File: config.mk
export PLATFORM = sky130hd
export DESIGN_NAME = apb_mem_bridge
export DESIGN_NICKNAME = d
export VERILOG_FILES = /design/src/rtl/apb_mem_bridge.sv
export SDC_FILE = /design/constraint.sdc
export NUM_CORES = 1
export LEC_CHECK = 0
export ABC_CLOCK_PERIOD_IN_PS = 2000
export BUFFER_PORTS_ARGS = -buffer_cell sky130_fd_sc_hd__buf_4
export CAP_MARGIN = 20
export CORE_AREA = 8 8 160 162
export CTS_BUF_LIST = sky130_fd_sc_hd__clkbuf_2 sky130_fd_sc_hd__clkbuf_4 sky130_fd_sc_hd__clkbuf_8
export DETAILED_ROUTE_END_ITERATION = 10
export DIE_AREA = 0 0 168 170
export PLACE_DENSITY = 0.67
export SLEW_MARGIN = 5
export SYNTH_ARGS = -nofsm -noshare
export SYNTH_HDL_FRONTEND = slang
export SYNTH_SLANG_ARGS = --single-unit
File: constraint.sdc
create_clock -name clk_i -period 2 [get_ports clk_i]
set_clock_uncertainty 0.05 [all_clocks]
set_input_delay 0 -clock clk_i [delete_from_list [all_inputs] [get_ports clk_i]]
set_output_delay 0 -clock clk_i [all_outputs]
set_load 0.01 [all_outputs]
File: src/rtl/apb_mem_bridge.sv
// APB completer bridging APB transfers onto the mem request interface.
// A narrow APB word is mapped onto one lane of the wide mem word. Hung accesses time out with PSLVERR.
module apb_mem_bridge #(
   parameter int APB_ADDR_WIDTH = 16,
   parameter int APB_DATA_WIDTH = 32,
   parameter int MEM_ADDR_WIDTH = 32,
   parameter int MEM_DATA_WIDTH = 128,
   parameter int TIMEOUT_CYCLES = 256
) (
   input  logic                          clk_i,
   input  logic                          reset_n_i,
   output logic [31:0]                   apb_mem_error_o,
   input  logic [APB_ADDR_WIDTH-1:0]     apb_paddr_i,
   input  logic [APB_DATA_WIDTH-1:0]     apb_pwdata_i,
   input  logic                          apb_pwrite_i,
   input  logic [APB_DATA_WIDTH/8-1:0]   apb_pstrb_i,
   input  logic                          apb_psel_i,
   input  logic                          apb_penable_i,
   output logic                          apb_pready_o,
   output logic [APB_DATA_WIDTH-1:0]     apb_prdata_o,
   output logic                          apb_pslverr_o,
   output logic                          mem_en_o,
   output logic                          mem_rreq_o,
   output logic [MEM_ADDR_WIDTH-1:0]     mem_addr_o,
   output logic [MEM_DATA_WIDTH/8-1:0]   mem_wben_o,
   output logic [MEM_DATA_WIDTH-1:0]     mem_wdata_o,
   input  logic [MEM_DATA_WIDTH-1:0]     mem_rdata_i,
   input  logic                          mem_rdata_avail_i,
   input  logic                          mem_stall_i
);

   localparam int APB_BYTES = APB_DATA_WIDTH / 8;
   localparam int MEM_BYTES = MEM_DATA_WIDTH / 8;
   localparam int NUM_LANES = MEM_DATA_WIDTH / APB_DATA_WIDTH;
   localparam int LANE_BITS = $clog2(NUM_LANES);
   localparam int LANE_W    = (LANE_BITS == 0) ? 1 : LANE_BITS;
   localparam int LANE_LSB  = $clog2(APB_BYTES);
   localparam int CNT_W     = (TIMEOUT_CYCLES == 0) ? 1 : $clog2(TIMEOUT_CYCLES + 1);
   localparam logic [CNT_W-1:0] TIMEOUT_VAL = CNT_W'(TIMEOUT_CYCLES);

   typedef enum logic [1:0] {
      S_IDLE  = 2'd0,
      S_REQ   = 2'd1,
      S_RWAIT = 2'd2,
      S_RESP  = 2'd3
   } state_e;

   state_e                      state_q, state_d;
   logic [APB_ADDR_WIDTH-1:0]   addr_q, addr_d;
   logic [APB_DATA_WIDTH-1:0]   wdata_q, wdata_d;
   logic [MEM_BYTES-1:0]        wben_q, wben_d;
   logic                        write_q, write_d;
   logic [LANE_W-1:0]           lane_q, lane_d;
   logic [CNT_W-1:0]            cnt_q, cnt_d;
   logic [APB_DATA_WIDTH-1:0]   rdata_q, rdata_d;
   logic                        err_q, err_d;
   logic [31:0]                 err_cnt_q, err_cnt_d;

   logic [LANE_W-1:0]           lane_in;
   logic                        timeout_hit;
   logic                        busy;

   generate
      if (LANE_BITS == 0) begin : g_single_lane
         assign lane_in = '0;
      end else begin : g_multi_lane
         assign lane_in = apb_paddr_i[LANE_LSB +: LANE_BITS];
      end
   endgenerate

   assign timeout_hit = (TIMEOUT_CYCLES != 0) && (cnt_q == TIMEOUT_VAL);
   assign busy        = (state_q != S_IDLE);

   // Every output decodes registered state only; IDLE forces the mem side to zero.
   assign mem_en_o        = (state_q == S_REQ) && !timeout_hit;
   assign mem_rreq_o      = mem_en_o && !write_q;
   assign mem_addr_o      = busy ? MEM_ADDR_WIDTH'(addr_q) : '0;
   assign mem_wben_o      = busy ? wben_q : '0;
   assign mem_wdata_o     = busy ? {NUM_LANES{wdata_q}} : '0;
   assign apb_pready_o    = (state_q == S_RESP);
   assign apb_prdata_o    = apb_pready_o ? rdata_q : '0;
   assign apb_pslverr_o   = apb_pready_o && err_q;
   assign apb_mem_error_o = err_cnt_q;

   always_comb begin
      // NOTE: every variable gets its hold value first so no path through the case infers a latch.
      state_d   = state_q;
      addr_d    = addr_q;
      wdata_d   = wdata_q;
      wben_d    = wben_q;
      write_d   = write_q;
      lane_d    = lane_q;
      cnt_d     = cnt_q;
      rdata_d   = rdata_q;
      err_d     = err_q;
      err_cnt_d = err_cnt_q;

      case (state_q)
         S_IDLE: begin
            if (apb_psel_i && !apb_penable_i) begin
               addr_d  = apb_paddr_i;
               wdata_d = apb_pwdata_i;
               write_d = apb_pwrite_i;
               lane_d  = lane_in;
               wben_d  = apb_pwrite_i ? (MEM_BYTES'(apb_pstrb_i) << (lane_in * APB_BYTES)) : '0;
               cnt_d   = '0;
               rdata_d = '0;
               err_d   = 1'b0;
               state_d = (apb_pwrite_i && (apb_pstrb_i == '0)) ? S_RESP : S_REQ;
            end
         end
         S_REQ: begin
            if (timeout_hit) begin
               state_d   = S_RESP;
               err_d     = 1'b1;
               rdata_d   = '0;
               err_cnt_d = (err_cnt_q == '1) ? err_cnt_q : err_cnt_q + 32'd1;
            end else begin
               cnt_d = cnt_q + 1'b1;
               if (!mem_stall_i) state_d = write_q ? S_RESP : S_RWAIT;
            end
         end
         S_RWAIT: begin
            // Returning data takes priority over a timeout landing in the same cycle.
            if (mem_rdata_avail_i) begin
               rdata_d = mem_rdata_i[lane_q * APB_DATA_WIDTH +: APB_DATA_WIDTH];
               state_d = S_RESP;
            end else if (timeout_hit) begin
               state_d   = S_RESP;
               err_d     = 1'b1;
               rdata_d   = '0;
               err_cnt_d = (err_cnt_q == '1) ? err_cnt_q : err_cnt_q + 32'd1;
            end else begin
               cnt_d = cnt_q + 1'b1;
            end
         end
         S_RESP: state_d = S_IDLE;
         default: state_d = S_IDLE;
      endcase
   end

   always_ff @(posedge clk_i or negedge reset_n_i) begin
      if (!reset_n_i) begin
         state_q   <= S_IDLE;
         addr_q    <= '0;
         wdata_q   <= '0;
         wben_q    <= '0;
         write_q   <= 1'b0;
         lane_q    <= '0;
         cnt_q     <= '0;
         rdata_q   <= '0;
         err_q     <= 1'b0;
         err_cnt_q <= '0;
      end else begin
         // NOTE: non-blocking updates keep every flop sampling pre-edge values regardless of statement order.
         state_q   <= state_d;
         addr_q    <= addr_d;
         wdata_q   <= wdata_d;
         wben_q    <= wben_d;
         write_q   <= write_d;
         lane_q    <= lane_d;
         cnt_q     <= cnt_d;
         rdata_q   <= rdata_d;
         err_q     <= err_d;
         err_cnt_q <= err_cnt_d;
      end
   end

endmodule

==> results_dict.tcl, run 1 <==
set metrics [dict create \
    status "complete, no violations" \
    whs_ps 97.1 \
    max_cap_viol_count 0 \
    holdCritStartpoint "apb_penable_i" \
    r2r-start "cnt_q[1]" \
    path_cells "inv_1, ha_1, and4bb_2, buf_4, nand3_4, nor4_2, buf_4, nand4_1, xnor2_1" \
    drt-vias-per-instance 4.93 \
    holdPathEnd "state_q[0]" \
    io_pins 431 \
    start_util_pct 35.5 \
    synth_ff_type "dfrtp_1" \
    grt_pass1_vias 8390 \
    dpl.hpwl_mm 21.7 \
    r2r_cells 9 \
    pre_cts_ws_ps -193 \
    seqPwrFrac_pct 25.5 \
    io_buffer_count 414 \
    rsz0062_at_grt "yes" \
    drive_gt1_share_pct 48.6 \
    slew_violations 0 \
    cp.arrival_ps 2200 \
    fin_ws_ps 75.5 \
    mostFrequentLayoutCell "buf_4" \
    cts_tree "yes" \
    vias 7783 \
    p_int_uw 9660 \
    reg2reg_setup_slack_ps 80 \
    path_buf_inv 3 \
    place_congestion 0.868 \
    cp_slowest_cell "dfrtp_1" \
    p_sw_share_pct 38.6 \
    clk_pin_slew_ps 80 \
    antenna_found_initial 1 \
    place_area_um2 11300 \
    switchingPower_uw 6060 \
    slowest_delay_ps 380 \
    ys_types 52 \
    grt_usage_pct 21.1 \
    setup_viol 0 \
    layout_common_cells "buf_4, dlygate4sd3_1, dfrtp_1, nor2b_1, mux2_2" \
    crit_type "reg -> reg" \
    wl_per_cell_um 19.7 \
    synth_edf_count 0 \
    yosysSeqAreaShare_pct 43.1 \
    timing.rr.end "apb_mem_error_o[25]" \
    die_h_um 170 \
    grt_max_degree 51 \
    grt_pass1_wl_mm 47.7 \
    critPathLaunchType "register" \
    fp.dieArea_um2 28600 \
    syn_area_per_cell_um2 11.2 \
    yosysWarnings 0 \
    crit_family "simple AND/OR/NAND/NOR gates" \
    clk_latency_ps 440 \
    cts_buffers 17 \
    finalCritPeriodShare_pct 96.2 \
    fp.dieW_um 168 \
    post-route-min-period_ps 1920 \
    dr.first_iter.drc_count 376 \
    powerDensity_nw_per_um2 1150 \
    fp.coreArea_um2 23100 \
    whs_path_depth 5 \
    fmax_mhz 520 \
    firstDrtPassIters 7 \
    clkPwrFrac_pct 15.0 \
    crit_start "cnt_q[1]" \
    hold_viol 0 \
    cts.sinks 141 \
    wl_mm 31.0 \
    ant_nets 0 \
    htreeDepth 4 \
    end_kind "register" \
    place_inst 1351 \
    synthCells 730 \
    fin_area_um2 13700 \
    fin_cells 1578 \
    ctsRootBufferMaster "clkbuf_8" \
    overflow 0 \
    path_max_fanout 5 \
    synth_area_um2 8190 \
    leakagePower_uw 0.00659 \
    nets 1467 \
    crit_cells 9 \
    comb_power_share_pct 59.5 \
    async_flop_share_pct 100 \
    cp.required_ps 2280 \
    peakVddDrop_mv 0.684 \
    crit_path_frequent_cell "buf_4" \
    hold_path.class "in -> reg" \
    ys_ff_latch 141 \
    drc 0 \
    area_growth_pct 67.2 \
    ctsLongestPathBuffers 2 \
    rows 56 \
]
[what timing repair did]
| action | in CTS | in global routing |
|---|---|---|
| hold buffers | 188 | 0 |
| endpoints found under the setup margin | 38 | 47 |
| endpoints found under the hold margin | 245 | 0 |
| pin swaps | 1 | 10 |
| gates resized for setup | 11 | 15 |
| gates cloned | 0 | 0 |
| setup buffers | 1 | 4 |
[per-layer routing]
metal  global-route usage, %  share of wire, %  up-vias
li1                        -                 -     3541
met1                    22.4                36     3771
met2                    37.7                51      421
met3                    7.99                10       50
met4                    7.92               2.7        0
met5                       0                 0        -
[per-stage QoR]
stage / total power, µW / util [%] / TNS (ps)
after floorplan: 9890 / - / 0
after global placement: 12800 / 48.8 / -1590
after detailed placement: 12900 / 48.8 / -2330
after CTS: 15700 / 59.0 / 0
after global routing: 16700 / 59.4 / -297
final: 15700 / 59.4 / 0
[worst max-delay path by stage]
| stage | endpoint |
|---|---|
| after floorplan | addr_q[0] |
| after global routing | apb_mem_error_o[25] |
| final | apb_mem_error_o[25] |
| after global placement | apb_mem_error_o[13] |
| after CTS | mem_rreq_o |
| after detailed placement | apb_mem_error_o[13] |
[logic make-up (layout without fill, tap and decap cells)]
| kind of cell | Yosys count | in the layout | share of synthesized area (%) |
|---|---|---|---|
| and+or+nand+nor | 226 | 226 | 16.3 |
| muxes | 82 | 82 | 15.7 |
| adders and majority gates | 7 | 7 | 1.07 |
| xor gates and xnor gates | 31 | 31 | 3.31 |
| other | 1 | 18 | 0.0458 |
| buffers and inverters | 160 | 701 | 12.7 |
| AOI/OAI and AO/OA | 82 | 82 | 7.79 |
| DFF | 141 | 141 | 43.1 |
[synth_stat cells (5+ instances only)]
master	instances	area (µm²)
ha_1	7	87.6
nor3_1	5	25.0
mux4_2	32	721
a22o_1	35	307
and3_1	9	56.3
nor2_1	8	30.0
nand2_1	38	143
and2_1	39	244
o21ai_0	9	45.0
inv_1	6	22.5
o41ai_1	5	43.8
nand3_1	23	115
dfrtp_1	141	3530
o31ai_1	14	105
xnor2_1	31	272
buf_4	112	841
nand4_1	16	100
mux2_2	49	552
nor2b_1	66	413
clkbuf_1	35	131
[power by group through the flow]
stage,registers (µW),logic (µW),clock network (µW)
final,4000,9360,2360
after global routing,4100,10000,2570
after CTS,3990,9290,2450
after detailed placement,4030,8900,0
after global placement,4000,8770,0
after floorplan,3900,5990,0
[flip-flops by register name, summed over array words and instances, names as in the netlist]
name and count:
apb_mem_error_o 32, err_q 1, state_q 2, wben_q 16
wdata_q 32, cnt_q 9, rdata_q 32, addr_q 16
write_q 1
[final cells by class]
class	count	area, µm²
clock inverters	13	155
diodes	2	5.00
fillers	1804	9360
multi-input cells	444	3790
well taps	290	363
clock buffers	19	255
flip-flops and latches	141	3530
repair buffers	663	5580
inverters	6	22.5
[worst min-delay path, cell delays in order]
cell and delay, ps:
buf_4 80, nand2b_1 200, a2bb2oi_2 120, o21ai_1 80, a32oi_1 60
(Power assumes the default switching activity.)
==> inputs of run 2 (changes only) <==
==> constraint.sdc (replaced) <==
create_clock -name clk_i -period 2 [get_ports clk_i]
set_clock_uncertainty 0.05 [all_clocks]
set_input_delay 0.2 -clock clk_i [delete_from_list [all_inputs] [get_ports clk_i]]
set_output_delay 0.2 -clock clk_i [all_outputs]
set_load 0.01 [all_outputs]
==> results_dict.tcl, run 2 (synthesized netlist as in run 1, its figures left out) <==
set metrics [dict create \
    slowest_delay_ps 390 \
    ctsLongestPathBuffers 2 \
    dr.first_iter.drc_count 302 \
    clk_latency_ps 450 \
    antenna_found_initial 0 \
    area_growth_pct 54.9 \
    grt_pass1_vias 7692 \
    drive_gt1_share_pct 56.9 \
    status "complete, no violations" \
    fp.dieW_um 168 \
    setup_viol 0 \
    slew_violations 0 \
    vias 7077 \
    end_kind "register" \
    start_util_pct 35.5 \
    grt_usage_pct 19.3 \
    powerDensity_nw_per_um2 1310 \
    rsz0062_at_grt "yes" \
    path_cells "buf_4, ha_1, buf_4, a221o_1, or3_1, o21ai_1, a22o_1" \
    fp.coreArea_um2 23100 \
    n_antenna_cell 0 \
    cp.required_ps 2330 \
    place_area_um2 11300 \
    grt_max_degree 58 \
    r2r-start "state_q[1]" \
    holdCritStartpoint "apb_pstrb_i[3]" \
    overflow 0 \
    wl_per_cell_um 19.7 \
    path_max_fanout 4 \
    fin_tns_setup_ps 0 \
    crit_type "reg -> reg" \
    drc 0 \
    finalCritPeriodShare_pct 99.5 \
    fin_area_um2 12700 \
    wl_mm 28.5 \
    ctsRootBufferMaster "clkbuf_8" \
    io_pins 431 \
    peakVddDrop_mv 0.704 \
    io_buffer_count 414 \
    pre_cts_ws_ps -142 \
    dpl.hpwl_mm 21.7 \
    final_util_pct 55.0 \
    fin_ws_ps 9.25 \
    cts_buffers 17 \
    rows 56 \
    crit_path_frequent_cell "buf_4" \
    drt-vias-per-instance 4.89 \
    crit_start "state_q[1]" \
    clk_pin_slew_ps 80 \
    r2r_cells 7 \
    crit_cells 7 \
    post-route-min-period_ps 1990 \
    critPathLaunchType "register" \
    max_cap_viol_count 0 \
    cp.arrival_ps 2320 \
    ant_nets 0 \
    timing.rr.end "cnt_q[5]" \
    hold_viol 0 \
    cp_slowest_cell "dfrtp_1" \
    crit_family "compound AO/OA/AOI/OAI gates" \
    leakagePower_uw 0.00624 \
    nets 1338 \
    htreeDepth 4 \
    reg2reg_setup_slack_ps 9 \
    mostFrequentLayoutCell "buf_4" \
    fmax_mhz 502 \
    cts.sinks 141 \
    fp.dieArea_um2 28600 \
    die_h_um 170 \
    path_buf_inv 2 \
    cts_tree "yes" \
    grt_pass1_wl_mm 43.6 \
    layout_common_cells "buf_4, dfrtp_1, dlygate4sd3_1, mux2_2" \
    firstDrtPassIters 4 \
    hold_path.class "in -> reg" \
    timing.critical_path.to "cnt_q[5]" \
    place_congestion 0.816 \
]
[run 2: changes by cell type in the layout (fill, tap and decap cells not counted), moves of 8 or more]
cell	previous run	this run
dlygate4sd3_1	187	50
nor2b_2	7	15
buf_6	2	21
nor2b_1	59	37
nor2b_4	0	14
buf_4	464	452
[run 2: final cells by class]
cell class	instances	area, µm²
repair buffers	534	4370
clock buffers	20	269
inverters	6	22.5
multi-input cells	444	3950
well taps	290	363
clock inverters	12	186
flip-flops and latches	141	3530
fillers	1942	10400
[run 2: what timing repair did]
| action | 4_1_cts | 5_1_grt |
|---|---|---|
| resized for setup | 51 | 38 |
| setup buffers | 6 | 1 |
| pin swaps | 4 | 2 |
| gates cloned | 2 | 0 |
| hold endpoints to repair | 150 | 0 |
| endpoints found under the setup margin | 212 | 193 |
| hold buffers | 50 | 0 |
[run 2: worst register-to-register path, cell delays in order (launching register included)]
cell,delay (ps)
dfrtp_1,390
buf_4,150
ha_1,210
buf_4,160
a221o_1,350
or3_1,370
o21ai_1,120
a22o_1,130
[run 2: worst min-delay path by stage]
stage           endpoint  slack [ps]  depth (start not counted)
6_report       wben_q[3]         100                          3
5_1_grt        wben_q[2]          70                          3
4_1_cts        wben_q[2]          60                          3
3_5_place_dp   addr_q[6]         110                          1
3_3_place_gp   addr_q[6]         100                          1
2_1_floorplan  addr_q[0]        -150                          0
[run 2: where the power goes]
group / internal [µW] / switching [µW]
Combinational: 5340 / 4700
Clock: 1450 / 1170
Sequential: 3600 / 367
[run 2: through the flow]
stage                     hold WS, ps  power, µW  std cells
final                            95.2      16600       1447
after global routing             70.7      17600       1447
after CTS                        58.7      16400       1446
after detailed placement          106      13000       1356
after global placement            103      12900       1356
after floorplan                  -146       9890        745
[run 2: metal layers]
metal  global-route usage, %  vias to the layer above  routed length [µm]
li1                        -                     3299                   -
met1                    21.3                     3437               10800
met2                    34.6                      315               14700
met3                    7.09                       26                2540
met4                    5.20                        0                 494
met5                       0                        -                   0
==> inputs of run 3 (changes only) <==
--- a/config.mk
+++ b/config.mk
@@ -12,6 +12,7 @@
 export CTS_BUF_LIST = sky130_fd_sc_hd__clkbuf_2 sky130_fd_sc_hd__clkbuf_4 sky130_fd_sc_hd__clkbuf_8
 export DETAILED_ROUTE_END_ITERATION = 10
 export DIE_AREA = 0 0 168 170
+export HOLD_SLACK_MARGIN = 0.1
 export PLACE_DENSITY = 0.67
 export SLEW_MARGIN = 5
 export SYNTH_ARGS = -nofsm -noshare
==> results_dict.tcl, run 3 (synthesized netlist as in run 1, its figures left out) <==
set metrics [dict create \
    drc 0 \
    vias 7246 \
    fp.dieW_um 168 \
    seqCellArea_um2 3530 \
    cp.arrival_ps 1750 \
    area_growth_pct 58.7 \
    die_h_um 170 \
    grt_usage_pct 19.6 \
    fin_area_um2 13000 \
    dr.first_iter.drc_count 338 \
    clk_latency_ps 450 \
    end_kind "primary output" \
    powerDensity_nw_per_um2 1280 \
    path_max_fanout 16 \
    crit_type "reg -> out" \
    peakVddDrop_mv 0.706 \
    cts_buffers 17 \
    leakagePower_uw 0.00637 \
    overflow 0 \
    post-route-min-period_ps 2000 \
    timing.critical_path.to "mem_wdata_o[99]" \
    place_congestion 0.816 \
    fin_ws_ps -2.49 \
    grt_max_degree 58 \
    finalCritPeriodShare_pct 100 \
    p_total_uw 16700 \
    io_buffer_count 414 \
    fp.dieArea_um2 28600 \
    r2r_cells 7 \
    nets 1369 \
    layout_common_cells "buf_4, dfrtp_1, dlygate4sd3_1, mux2_2" \
    dpl.hpwl_mm 21.7 \
    hold_path.class "in -> reg" \
    reg2reg_setup_slack_ps 10 \
    ctsLongestPathBuffers 2 \
    grt_pass1_wl_mm 44.4 \
    fillCellCount 1897 \
    firstDrtPassIters 5 \
    clk_pin_slew_ps 90 \
    ctsRootBufferMaster "clkbuf_8" \
    slew_violations 0 \
    timing.rr.end "cnt_q[5]" \
    critPathLaunchType "register" \
    setup_viol 4 \
    crit_start "state_q[0]" \
    hold_viol 0 \
    rsz0062_at_grt "yes" \
    rows 56 \
    violations "negative setup slack" \
    status "finished, violations left" \
    fp.coreArea_um2 23100 \
    place_area_um2 11300 \
    fin_tns_setup_ps -6.08 \
    max_cap_viol_count 0 \
    multiInputGateArea_um2 3950 \
    grt_pass1_vias 7842 \
    fmax_mhz 499 \
    cts.sinks 141 \
    ant_nets 0 \
    cp.required_ps 1750 \
    mostFrequentLayoutCell "buf_4" \
    drive_gt1_share_pct 55.4 \
    cts_tree "yes" \
    antenna_found_initial 1 \
    wl_per_cell_um 19.5 \
    r2r-start "state_q[1]" \
    htreeDepth 4 \
    io_pins 431 \
    start_util_pct 35.5 \
    wl_mm 28.9 \
    drt-vias-per-instance 4.90 \
]
[run 3: per-layer routing]
metal | global-route usage, % | part of all wire [%]
met1 | 21.6 | 38
met2 | 35.3 | 52
met3 | 7.04 | 8.7
met4 | 5.12 | 1.9
met5 | 0 | 0
[run 3: through the flow]
step	util (%)	hold slack (ps)	cells	worst slack, ps
floorplan	-	-146	745	1.26
global placement	49.0	103	1356	-110
detailed placement	49.0	106	1356	-142
CTS	55.6	100	1477	-43.7
global route	56.4	105	1479	-87.4
finish	56.4	125	1479	-2.49
[run 3: worst min-delay path by stage]
stage	endpoint	cells after the start	startpoint
6_report	rdata_q[31]	3	mem_rdata_i[63]
5_1_grt	rdata_q[21]	3	mem_rdata_i[85]
4_1_cts	rdata_q[12]	3	mem_rdata_i[108]
3_5_place_dp	addr_q[6]	1	reset_n_i
3_3_place_gp	addr_q[6]	1	reset_n_i
2_1_floorplan	addr_q[0]	0	reset_n_i
[run 3: critical path, cell delays in order, from the launching register on]
cell and delay [ps]:
dfrtp_1 390, inv_2 90, ha_4 210, bufbuf_16 370, nor2b_2 80, buf_4 150
[run 3: layout make-up]
cell class | instances | area share [%]
Timing Repair Buffer | 565 | 36.0
Multi-Input combinational cell | 444 | 30.3
Antenna cell | 1 | 0.0192
Clock inverter | 12 | 1.43
Inverter | 6 | 0.173
Sequential cell | 141 | 27.2
Clock buffer | 20 | 2.07
Tap cell | 290 | 2.79
[run 3: repair_timing]
action,CTS,global route
cloned,2,0
buffers inserted,6,1
endpoints found under the hold margin,222,0
gates resized for setup,51,38
endpoints found under the setup margin,212,193
hold buffers,81,0
pin swaps,4,2
[run 3: report_power, final]
group | switching (µW) | internal, µW
clock | 1180 | 1450
combinational | 4720 | 5380
sequential | 367 | 3600
total | 6260 | 10400
